## src/rtl/dispatcher_pkg.sv

```systemverilog
// Shared Tomasulo dispatcher definitions: widths common to tag_fifo and the
// register status table, plus the table entry type and a pending-count helper.
package dispatcher_pkg;

   localparam int NUM_REGS       = 32;
   localparam int REG_ADDR_WIDTH = 5;
   localparam int TAG_WIDTH      = 6;
   localparam int ENTRY_WIDTH    = TAG_WIDTH + 1;
   localparam int CNT_WIDTH      = REG_ADDR_WIDTH + 1;

   typedef struct packed {
      logic                 pend;
      logic [TAG_WIDTH-1:0] tag;
   } rst_entry_t;

   localparam rst_entry_t ENTRY_ZERO = '{pend: 1'b0, tag: {TAG_WIDTH{1'b0}}};

   function automatic logic [CNT_WIDTH-1:0] count_pending(
      input rst_entry_t [NUM_REGS-1:0] entries
   );
      logic [CNT_WIDTH-1:0] cnt;
      cnt = {CNT_WIDTH{1'b0}};
      for (int i = 0; i < NUM_REGS; i++) begin
         cnt = cnt + CNT_WIDTH'(entries[i].pend);
      end
      return cnt;
   endfunction

endpackage

```

## src/rtl/register_status_table_if.sv

```systemverilog
// Dispatch-side bundle of the register status table: source lookups,
// destination binding, CDB completion, flush and the pending count.
interface register_status_table_if;
   import dispatcher_pkg::*;

   logic [REG_ADDR_WIDTH-1:0] rs_addr_rst;
   logic [REG_ADDR_WIDTH-1:0] rt_addr_rst;
   logic [TAG_WIDTH-1:0]      rs_tag_rst;
   logic                      rs_pend_rst;
   logic [TAG_WIDTH-1:0]      rt_tag_rst;
   logic                      rt_pend_rst;
   logic                      wen_rst;
   logic [REG_ADDR_WIDTH-1:0] rd_addr_rst;
   logic [TAG_WIDTH-1:0]      rd_tag_rst;
   logic [TAG_WIDTH-1:0]      cdb_tag_rst;
   logic                      cdb_valid_rst;
   logic                      flush_rst;
   logic [CNT_WIDTH-1:0]      pend_cnt_rst;

   modport master (
      output rs_addr_rst, rt_addr_rst, wen_rst, rd_addr_rst, rd_tag_rst,
             cdb_tag_rst, cdb_valid_rst, flush_rst,
      input  rs_tag_rst, rs_pend_rst, rt_tag_rst, rt_pend_rst, pend_cnt_rst
   );

   modport slave (
      input  rs_addr_rst, rt_addr_rst, wen_rst, rd_addr_rst, rd_tag_rst,
             cdb_tag_rst, cdb_valid_rst, flush_rst,
      output rs_tag_rst, rs_pend_rst, rt_tag_rst, rt_pend_rst, pend_cnt_rst
   );

endinterface

```

## src/rtl/rst_lookup_port.sv

```systemverilog
// One combinational source-operand lookup: selects an entry and hides a
// pending bit whose tag is being broadcast on the CDB this very cycle.
module rst_lookup_port
   import dispatcher_pkg::*;
(
   input  rst_entry_t [NUM_REGS-1:0] entries_i,
   input  logic [REG_ADDR_WIDTH-1:0] addr_i,
   input  logic                      cdb_valid_i,
   input  logic [TAG_WIDTH-1:0]      cdb_tag_i,
   output logic [TAG_WIDTH-1:0]      tag_o,
   output logic                      pend_o
);

   rst_entry_t entry_s;
   logic       cdb_hit_s;

   // Entry select with register-0 override and CDB bypass
   always_comb begin
      entry_s   = entries_i[addr_i];
      cdb_hit_s = cdb_valid_i & (entry_s.tag == cdb_tag_i);
      tag_o     = {TAG_WIDTH{1'b0}};
      pend_o    = 1'b0;
      if (addr_i == {REG_ADDR_WIDTH{1'b0}}) begin
         tag_o  = {TAG_WIDTH{1'b0}};
         pend_o = 1'b0;
      end else begin
         tag_o  = entry_s.tag;
         pend_o = entry_s.pend & ~cdb_hit_s;
      end
   end

endmodule

```

## src/rtl/register_status_table.sv

```systemverilog
// Register status table: binds destination registers to tag_fifo tags on
// dispatch, answers rs/rt pending lookups and releases entries on CDB tags.
module register_status_table
   import dispatcher_pkg::*;
(
   input  logic                  clk,
   input  logic                  rst,
   register_status_table_if.slave bus
);

   rst_entry_t [NUM_REGS-1:0] entries_q;
   rst_entry_t [NUM_REGS-1:0] entries_d;
   logic [CNT_WIDTH-1:0]      pend_cnt_q;
   logic [CNT_WIDTH-1:0]      pend_cnt_d;
   logic                      wr_en_s;

   assign wr_en_s = bus.wen_rst & (bus.rd_addr_rst != {REG_ADDR_WIDTH{1'b0}});

   // Next table state: flush beats everything, a dispatch write beats a CDB clear
   always_comb begin
      entries_d = entries_q;
      if (bus.flush_rst) begin
         for (int i = 0; i < NUM_REGS; i++) begin
            entries_d[i].pend = 1'b0;
         end
      end else begin
         for (int i = 0; i < NUM_REGS; i++) begin
            if (bus.cdb_valid_rst && entries_q[i].pend &&
                (entries_q[i].tag == bus.cdb_tag_rst)) begin
               entries_d[i].pend = 1'b0;
            end else begin
               entries_d[i] = entries_q[i];
            end
         end
         if (wr_en_s) begin
            entries_d[bus.rd_addr_rst] = '{pend: 1'b1, tag: bus.rd_tag_rst};
         end else begin
            entries_d[0] = ENTRY_ZERO;
         end
      end
      pend_cnt_d = count_pending(entries_d);
   end

   // Table and pending count state; reset drops every binding without a clock
   always_ff @(posedge clk or negedge rst) begin
      if (!rst) begin
         entries_q  <= {(NUM_REGS*ENTRY_WIDTH){1'b0}};
         pend_cnt_q <= {CNT_WIDTH{1'b0}};
      end else begin
         entries_q  <= entries_d;
         pend_cnt_q <= pend_cnt_d;
      end
   end

   assign bus.pend_cnt_rst = pend_cnt_q;

   rst_lookup_port u_rs_lookup (
      .entries_i   (entries_q),
      .addr_i      (bus.rs_addr_rst),
      .cdb_valid_i (bus.cdb_valid_rst),
      .cdb_tag_i   (bus.cdb_tag_rst),
      .tag_o       (bus.rs_tag_rst),
      .pend_o      (bus.rs_pend_rst)
   );

   rst_lookup_port u_rt_lookup (
      .entries_i   (entries_q),
      .addr_i      (bus.rt_addr_rst),
      .cdb_valid_i (bus.cdb_valid_rst),
      .cdb_tag_i   (bus.cdb_tag_rst),
      .tag_o       (bus.rt_tag_rst),
      .pend_o      (bus.rt_pend_rst)
   );

endmodule

```

## src/flat_wrapper.sv

```systemverilog
// flat-port wrapper written by rule: the top's interface ports become plain ports
module register_status_table_flat import dispatcher_pkg::*;
  (clk, rst, bus_rs_addr_rst, bus_rt_addr_rst, bus_wen_rst, bus_rd_addr_rst, bus_rd_tag_rst, bus_cdb_tag_rst, bus_cdb_valid_rst, bus_flush_rst, bus_rs_tag_rst, bus_rs_pend_rst, bus_rt_tag_rst, bus_rt_pend_rst, bus_pend_cnt_rst);
  register_status_table_if bus_i ();
  input  logic clk;
  input  logic rst;
  input wire logic [$bits(bus_i.rs_addr_rst)-1:0] bus_rs_addr_rst;
  input wire logic [$bits(bus_i.rt_addr_rst)-1:0] bus_rt_addr_rst;
  input wire logic [$bits(bus_i.wen_rst)-1:0] bus_wen_rst;
  input wire logic [$bits(bus_i.rd_addr_rst)-1:0] bus_rd_addr_rst;
  input wire logic [$bits(bus_i.rd_tag_rst)-1:0] bus_rd_tag_rst;
  input wire logic [$bits(bus_i.cdb_tag_rst)-1:0] bus_cdb_tag_rst;
  input wire logic [$bits(bus_i.cdb_valid_rst)-1:0] bus_cdb_valid_rst;
  input wire logic [$bits(bus_i.flush_rst)-1:0] bus_flush_rst;
  output wire logic [$bits(bus_i.rs_tag_rst)-1:0] bus_rs_tag_rst;
  output wire logic [$bits(bus_i.rs_pend_rst)-1:0] bus_rs_pend_rst;
  output wire logic [$bits(bus_i.rt_tag_rst)-1:0] bus_rt_tag_rst;
  output wire logic [$bits(bus_i.rt_pend_rst)-1:0] bus_rt_pend_rst;
  output wire logic [$bits(bus_i.pend_cnt_rst)-1:0] bus_pend_cnt_rst;
  assign bus_i.rs_addr_rst = bus_rs_addr_rst;
  assign bus_i.rt_addr_rst = bus_rt_addr_rst;
  assign bus_i.wen_rst = bus_wen_rst;
  assign bus_i.rd_addr_rst = bus_rd_addr_rst;
  assign bus_i.rd_tag_rst = bus_rd_tag_rst;
  assign bus_i.cdb_tag_rst = bus_cdb_tag_rst;
  assign bus_i.cdb_valid_rst = bus_cdb_valid_rst;
  assign bus_i.flush_rst = bus_flush_rst;
  assign bus_rs_tag_rst = bus_i.rs_tag_rst;
  assign bus_rs_pend_rst = bus_i.rs_pend_rst;
  assign bus_rt_tag_rst = bus_i.rt_tag_rst;
  assign bus_rt_pend_rst = bus_i.rt_pend_rst;
  assign bus_pend_cnt_rst = bus_i.pend_cnt_rst;
  register_status_table u_core (.clk(clk), .rst(rst), .bus(bus_i));
endmodule
```

## config.mk

```make
export PLATFORM = sky130hd
export DESIGN_NAME = register_status_table_flat
export DESIGN_NICKNAME = d
export VERILOG_FILES = /design/src/rtl/dispatcher_pkg.sv /design/src/rtl/register_status_table_if.sv /design/src/rtl/rst_lookup_port.sv /design/src/rtl/register_status_table.sv /design/src/flat_wrapper.sv
export SDC_FILE = /design/constraint.sdc
export NUM_CORES = 1
export LEC_CHECK = 0
export CORE_UTILIZATION = 50
export CTS_CLUSTER_DIAMETER = 40
export DETAILED_ROUTE_END_ITERATION = 16
export GPL_TIMING_DRIVEN = 0
export PLACE_DENSITY_LB_ADDON = 0.2
export RECOVER_POWER = 25
export SLEW_MARGIN = 40
export SYNTH_ARGS = -nofsm -noshare
export SYNTH_HDL_FRONTEND = slang
export SYNTH_SLANG_ARGS = --single-unit
```

## constraint.sdc

```tcl
create_clock -name clk -period 13.15 [get_ports clk]
set_input_delay 1.9725 -clock clk [delete_from_list [all_inputs] [get_ports clk]]
set_output_delay 1.9725 -clock clk [all_outputs]
set_load 0.1 [all_outputs]
```

-- Word-level counts from Yosys, hierarchy flattened
Index checks and enable logic that the tools add are counted.
Widths: inputs -> output; s select.
- $add $sub $neg: 31
- magnitude comparators: 4
- equal/unequal tests: 34
- multiplexer cells: 141
- bitwise operators: 7
- reduce and logical (&&, ||, !) cells: 68
- operators by type and width (operator ; count):
    $bwmux 224 ; 1
    $mux 217 ; 1
    $eq 6x6->1 ; 34
    $mux 6 ; 34
    $add 6x1->6 ; 30
    $mux 1 ; 98
    $bmux 7 s5 ; 2
    $logic_and 1x1->1 ; 65
    $demux 7 s5 ; 1
    $mux 7 ; 4
    $lt 5x6->1 const B ; 3
    $logic_not 5->1 ; 2
    $and 1x1->1 ; 5
    $ge 5x1->1 const B ; 1
    $reduce_bool 5->1 ; 1
    $add 1x1->2 ; 1
    $not 1->1 ; 2
- flip-flop bits (word level): 230
- input port bits: 32
- output and inout bits: 20
- word-level logic and storage cells: 350

-- Longest topological paths before layout
- word-level depth: 38
- mapped depth: 23
- mapped depth without buffers: 21

-- Cells and area by module
A second synthesis with hierarchy kept.
- cells, all modules: 1259
- area total of the unflattened synthesis: 15772.6 sq um
- modules (own cells, without submodules) (module ; instances ; cells each ; area an instance (sq um) ; sequential area each (sq um)):
    register_status_table ; 1 ; 929 ; 11833.8 ; 5755.5
    rst_lookup_port ; 2 ; 165 ; 1969.4 ; 0.0

-- Worst setup path after synthesis
OpenSTA, ideal clock, no wires.
- path type: input-to-reg
- start point: input port bus_cdb_tag_rst[4]
- end point: register u_core.pend_cnt_q[4] (netlist: u_core.bus.pend_cnt_rst[4])
- setup time: 0.080 ns
- arrival time: 7.798 ns
- data required time: 13.070 ns
- path slack: 5.272 ns
- stages on the path: 22
- path buffers: 3
- cells stage by stage: clkbuf_1 clkbuf_1 buf_2 xor2_1 o41ai_1 a21oi_1 ha_1 inv_1 fa_1 fa_1 fa_1 fa_1 fa_1 inv_1 fa_1 fa_1 inv_1 fa_1 inv_1 a21o_1 a21oi_1 xnor2_1
- RTL lines (item ; RTL line ; source):
    start: declaration ; flat_wrapper.sv:12 ; input wire logic [$bits(bus_i.cdb_tag_rst)-1:0] bus_cdb_tag_rst;
    end signal: assignment ; register_status_table.sv:48 ; pend_cnt_q <= {CNT_WIDTH{1'b0}};
    end signal: assignment ; register_status_table.sv:51 ; pend_cnt_q <= pend_cnt_d;
    end: declaration ; register_status_table.sv:13 ; logic [CNT_WIDTH-1:0] pend_cnt_q;

==> reports/qor.csv <==
metric,value,unit
firstDrtPassIters,5,
worstSkewPairLatency,0.58,ns
worst_pin_slew,3.413,ns
leakage,0.007877,µW
pwr_density_cell,139.8,mW/mm²
crit_path_frequent_cell,clkbuf_1,
detail-route-antenna-nets,0,
clockBufferDepth,3,
hold_path_class,register to register,
hp-start,u_core.entries_q[6],
rr_endpoint,u_core.bus.pend_cnt_rst[4],
tns,0,ns
cp_data_required_time,13.04,ns
layout_commonest_cell,dfrtp_1,
async_reset_ff_share,100.0,%
synth_ff_type,dfrtp_1,
grt_antenna_before_repair,1,
fin_cells,1794,
cts_resized,0,
fp.dieW,178.6,µm
final_layout_size_suffix_gt1_share,31.78,%
hold_end,u_core.entries_q[6],
vias_per_cell,6.864,
setup_viol,0,
status,finished with violations,
ctsHoldBuffers,0,
rr_startpoint,u_core.entries_q[127],
rsz0062_at_grt,false,
portBuffers,34,
cp_max_fo,57,
post-route-period-util,66.40,%
cts_max_level,2,
overflow,0,
r2r_cells,21,
synth-seq-cells,230,
gp_congestion,1.053,
fin_skew,0.02258,ns
path_cells,"clkbuf_1, clkbuf_1, clkbuf_1",
syn_area,0.01560,mm²
ir_worst_vdd,0.1128,mV
slew_violations,160,
cp_slowest_cell,clkbuf_1,
drc,0,
critPathLaunchType,primary input,
clock-sinks,230,
synth.distinct_cells,60,
cts_root_buf,clkbuf_16,
crit_arrival,8.62,ns
final_cell_mix,"dfrtp_1 (230), mux2_2 (194), xnor2_1 (128)",
dp_hpwl,46990,µm
synth_edf_count,0,
cts_tree,built,
cts_made_buffers,42,
regArea,0.005756,mm²
start_util,50.86,%
num_io_pins,52,
grt_pass1_vias,12250,
fill_cells,2562,
wl,62470,µm
num_vias,12310,
syn_inst,1283,
dr.first_iter.drc_count,1463,
die_h,178.6,µm
postSynthAreaPerCell,12.16,µm²
violations,"capacitance limit, slew limit",
syn_nets,1347,
multi_input_area,0.009256,mm²
yosysSeqAreaShare,36.89,%
core-area,0.03067,mm²
path_clk_slew,0.05,ns
postCtsSetupRepairBufs,0,
areaGrowthSynthToFinish,14.35,%
hold_viol,0,
grt_pass1_wl,88180,µm
grtUsageTotal,40.71,%
endpoint_kind,asynchronous set/reset pin,
grt_max_degree,76,
critPathKind,primary input to asynchronous set/reset pin,
rrSetupSlack,6.86,ns
layout.nets,1429,
crit_family,buffers and inverters,
post-route-util,58.16,%
die_area,0.03191,mm²
dp_cells,1717,
whs_path_depth,2,
path_buf_inv,3,
rows,64,
fmax,0.1145,GHz
critPathMaxStageDelay,2.51,ns
post_drt_wl_per_cell,34.82,µm
slew_headroom,-127.5,%
yosysWarnings,0,
maxCapViolCount,3,
period_needed,8.731,ns
cp_num_cells,3,
cell usage after synthesis (all sizes together), types with 5 or more instances:
master / number / area share [%]
a21oi: 8 / 0.26
a221oi: 6 / 0.34
a22oi: 7 / 0.34
and2: 7 / 0.28
buf: 28 / 1.2
clkbuf: 66 / 1.6
dfrtp: 230 / 37
fa: 24 / 3.1
ha: 8 / 0.64
inv: 57 / 1.4
mux2: 194 / 14
mux2i: 35 / 2.2
mux4: 104 / 15
nand2: 66 / 1.6
nand2b: 5 / 0.20
nand3: 15 / 0.48
nand4: 35 / 1.4
nor2: 41 / 0.99
nor2b: 22 / 0.88
nor3: 8 / 0.26
nor4: 16 / 0.68
o211ai: 5 / 0.24
o21a: 7 / 0.34
o21ai: 15 / 0.48
o22ai: 5 / 0.20
o311a: 9 / 0.58
xnor2: 128 / 7.2
xor2: 79 / 4.4
registers in the layout, indices dropped and copies added (netlist names):
name,cells
u_core.bus.pend_cnt_rst,6
u_core.entries_q,224
layout make-up:
type / instances / share of cell area (%)
Antenna cell: 1 / 0.01403
Buffer: 94 / 2.518
Clock buffer: 49 / 6.327
Clock inverter: 27 / 1.410
Inverter: 60 / 1.263
Multi-Input combinational cell: 899 / 51.89
Sequential cell: 230 / 32.26
Tap cell: 396 / 2.778
Timing Repair Buffer: 38 / 1.536
worst max path at each step:
| stage | slack [ns] | end | from |
|---|---|---|---|
| floorplan | 5.27 | u_core.bus.pend_cnt_rst[4] | bus_cdb_tag_rst[4] |
| global placement | 0.08 | u_core.entries_q[178] | rst |
| detailed placement | 4.12 | u_core.bus.pend_cnt_rst[4] | bus_wen_rst |
| CTS | 4.69 | u_core.bus.pend_cnt_rst[4] | bus_wen_rst |
| global route | 2.90 | u_core.entries_q[148] | rst |
| finish | 4.42 | u_core.entries_q[148] | rst |
where the power goes:
part           total (µW)  switching (µW)  leakage [µW]  internal [µW]
clock                1070             417      0.000659            648
sequential            918             131       0.00309            786
combinational         510             282       0.00413            228
total                2490             831       0.00788           1660
kinds of logic after synthesis:
logic type	Yosys count	synth area share (%)
multiplexers	333	31.48
AND/OR/NAND/NOR	236	7.740
flip-flops	230	36.89
XOR/XNOR	207	11.62
buffers and inverters	154	4.195
AO/OA/AOI/OAI	91	4.347
adder cells (fa/ha/maj)	32	3.722
tightest hold or removal path, cell delays in order (launching register included):
cell and delay (ns):
dfrtp_1 0.39, nand3_1 0.07, nor2_1 0.06
per-stage QoR:
step / instance area, µm² / total power [µW] / setup WS [ns] / hold slack (ns)
detailed placement: 16500 / 1418 / 4.121 / 0.5410
CTS: 17880 / 2482 / 4.688 / 0.5476
finish: 17840 / 2493 / 4.419 / 0.5620
floorplan: 15600 / 1223 / 5.272 / 0.5099
global placement: 16440 / 1407 / 0.08339 / 0.5393
global route: 17840 / 2556 / 2.904 / 0.5923
per-layer routing:
layer  wire length, µm  GRT usage (%)
met5                 0              0
met3              6688          11.38
met2             26880          58.95
met1             24140          52.91
met4              4761          27.90
Power figures use the tool's default switching activity.
==> patch (same flow settings) <==
Reset style: synchronous (`rst`), changed in one clocked block.
--- a/src/rtl/register_status_table.sv
+++ b/src/rtl/register_status_table.sv
@@ -42,7 +42,7 @@
    end
 
    // Table and pending count state; reset drops every binding without a clock
-   always_ff @(posedge clk or negedge rst) begin
+   always_ff @(posedge clk) begin
       if (!rst) begin
          entries_q  <= {(NUM_REGS*ENTRY_WIDTH){1'b0}};
          pend_cnt_q <= {CNT_WIDTH{1'b0}};
Check against the original RTL: not equivalent (a bounded check fails within 4 cycles, from zero or initial values and one cycle with rst low; the reset may be asserted at any time).
==> patch against the original RTL <==
Core utilization grew 0.23 points. Critical endpoint is now u_core.bus.pend_cnt_rst[4]$_SDFF_PN0_. The flow still finishes with violations (capacitance limit, slew limit). First-iteration DRC count increased by 70%. Area after synthesis is 1.7% lower. Sequential cell count stayed put. Wire length rose by 23%. Power decreased by 21%. Via count up 22%. Worst setup slack got worse by 630 ps. Design area fell by 2.2%. Critical path type is now in2reg.
==> patch: results (changes against the original RTL) <==
Status = complete, but fails checks (unchanged)
Failing checks = capacitance limit, slew limit (unchanged)
Pin count of the biggest net entering global routing = 13 (was 76)
FF-to-FF End = u_core.bus.pend_cnt_rst[4]$_SDFF_PN0_ (was u_core.bus.pend_cnt_rst[4]$_DFF_PN0_)
Kind of critical path = in2reg (was in2async)
Dpl ws = 3869 ps (was 4121 ps)
Multi-input logic area = 9963 um2 (was 9256 um2)
First-pass GRT wire length = 105.4 mm (was 88.18 mm)
Via density = 7.086 (was 6.864)
# fillers = 2663 (was 2562)
CP Data Arrival Time = 9750 ps (was 8620 ps)
Setup crit start = bus_rd_addr_rst[2] (was rst)
Hold_sp = u_core.entries_q[31]$_SDFFE_PN0P_ (was u_core.entries_q[6]$_DFF_PN0_)
Top sig layer = met5 (was met4)
Drt pass-1 iters = 6 (was 5)
FFs & Latches = 230 (unchanged)
Cell Count, Final, Fillers Out = 2126 (was 1794)
WL met1 = 28.94 mm (was 24.14 mm)
Comb_multi_in = 1221 (was 899)
Met3 wire length = 11.75 mm (was 6.688 mm)
Die width = 177.1 um (was 178.6 um)
Commonest cells in the netlist = mux2i_1 (250), dfxtp_1 (230), nor2_1 (199), xor2_1 (104), xnor2_1 (101) (was dfrtp_1 (230), mux2_2 (194), xnor2_1 (128), mux4_2 (95), xor2_1 (79))
Syn Area/Cell = 9.430 um2 (was 12.16 um2)
Non-clk invs = 42 (was 60)
# clk buffers = 48 (was 49)
CTS Buf Count = 38 (was 42)
GP Congestion = 1.099 (was 1.053)
Final clock-cell share = 6.900% (was 7.737%)
Vias in the first global route = 13840 (was 12247)
Least-Margin Pin Slew = 1519 ps (was 3413 ps)
Leak = 7.195 nW (was 7.877 nW)
DP HPWL = 56.33 mm (was 46.99 mm)
Total Nets Final = 1772 (was 1429)
PwrDens = 112.6 nW/um2 (was 139.8 nW/um2)
Tcrit/Tclk final = 71.18% (was 66.40%)
VDD IR-drop max = 0.1521 mV (was 0.1128 mV)
Max Cap Viol = 1 (was 3)
Initial antenna violation count = 4 (was 1)
Hold WS = 518.0 ps (was 561.9 ps)
Placement Cell Area = 16230 um2 (was 16500 um2)
Async SR Flop Fraction = 0% (was 100.0%)
Combinational power = 296 uW (was 510 uW)
FF-to-FF setup slack = 6620 ps (was 6860 ps)
Slew Viols, Final = 9 (was 160)
WL met2 = 30.53 mm (was 26.88 mm)
Port buffer count = 38 (was 34)
Seq pwr share = 35.9% (was 36.8%)
Antenna diode count = 4 (was 1)
Cell variety after synth = 66 (was 60)
Seq/total area = 26.39% (was 32.26%)
Hold endpoint = u_core.entries_q[31]$_SDFFE_PN0P_ (was u_core.entries_q[6]$_DFF_PN0_)
Worst-Skew Late Latency = 540 ps (was 580 ps)
Worst-path fanout max = 10 (was 57)
Post-Syn Nets = 1690 (was 1347)
[patch: critical path, cell delays in order]
cell and delay [ps]:
dlygate4sd3_1 560, nor3_1 1200, nor2_2 490, clkbuf_1 500
a32oi_1 550, fa_1 570, fa_1 520, fa_1 530
fa_1 440, fa_1 510, inv_1 50, fa_1 470
fa_1 430, inv_1 100, fa_1 210, inv_1 60
a21o_1 180, a21oi_1 170, xor2_1 160, nor2_1 50
[patch: cell families after synthesis]
| group | count (synthesis) | share of synthesized area (%) |
|---|---|---|
| DFF | 230 | 30.03 |
| muxes | 316 | 26.20 |
| AOI/OAI and AO/OA | 168 | 7.425 |
| and+or+nand+nor | 500 | 15.42 |
| xor gates and xnor gates | 205 | 11.71 |
| buffers and inverters | 175 | 5.426 |
| adders and majority gates | 32 | 3.786 |
[patch: metal layers]
layer | up-vias | GRT usage [%]
li1 | 5956 | -
met3 | 367 | 19.33
met5 | - | 0
met2 | 1378 | 68.00
met1 | 7361 | 63.37
met4 | 2 | 30.75
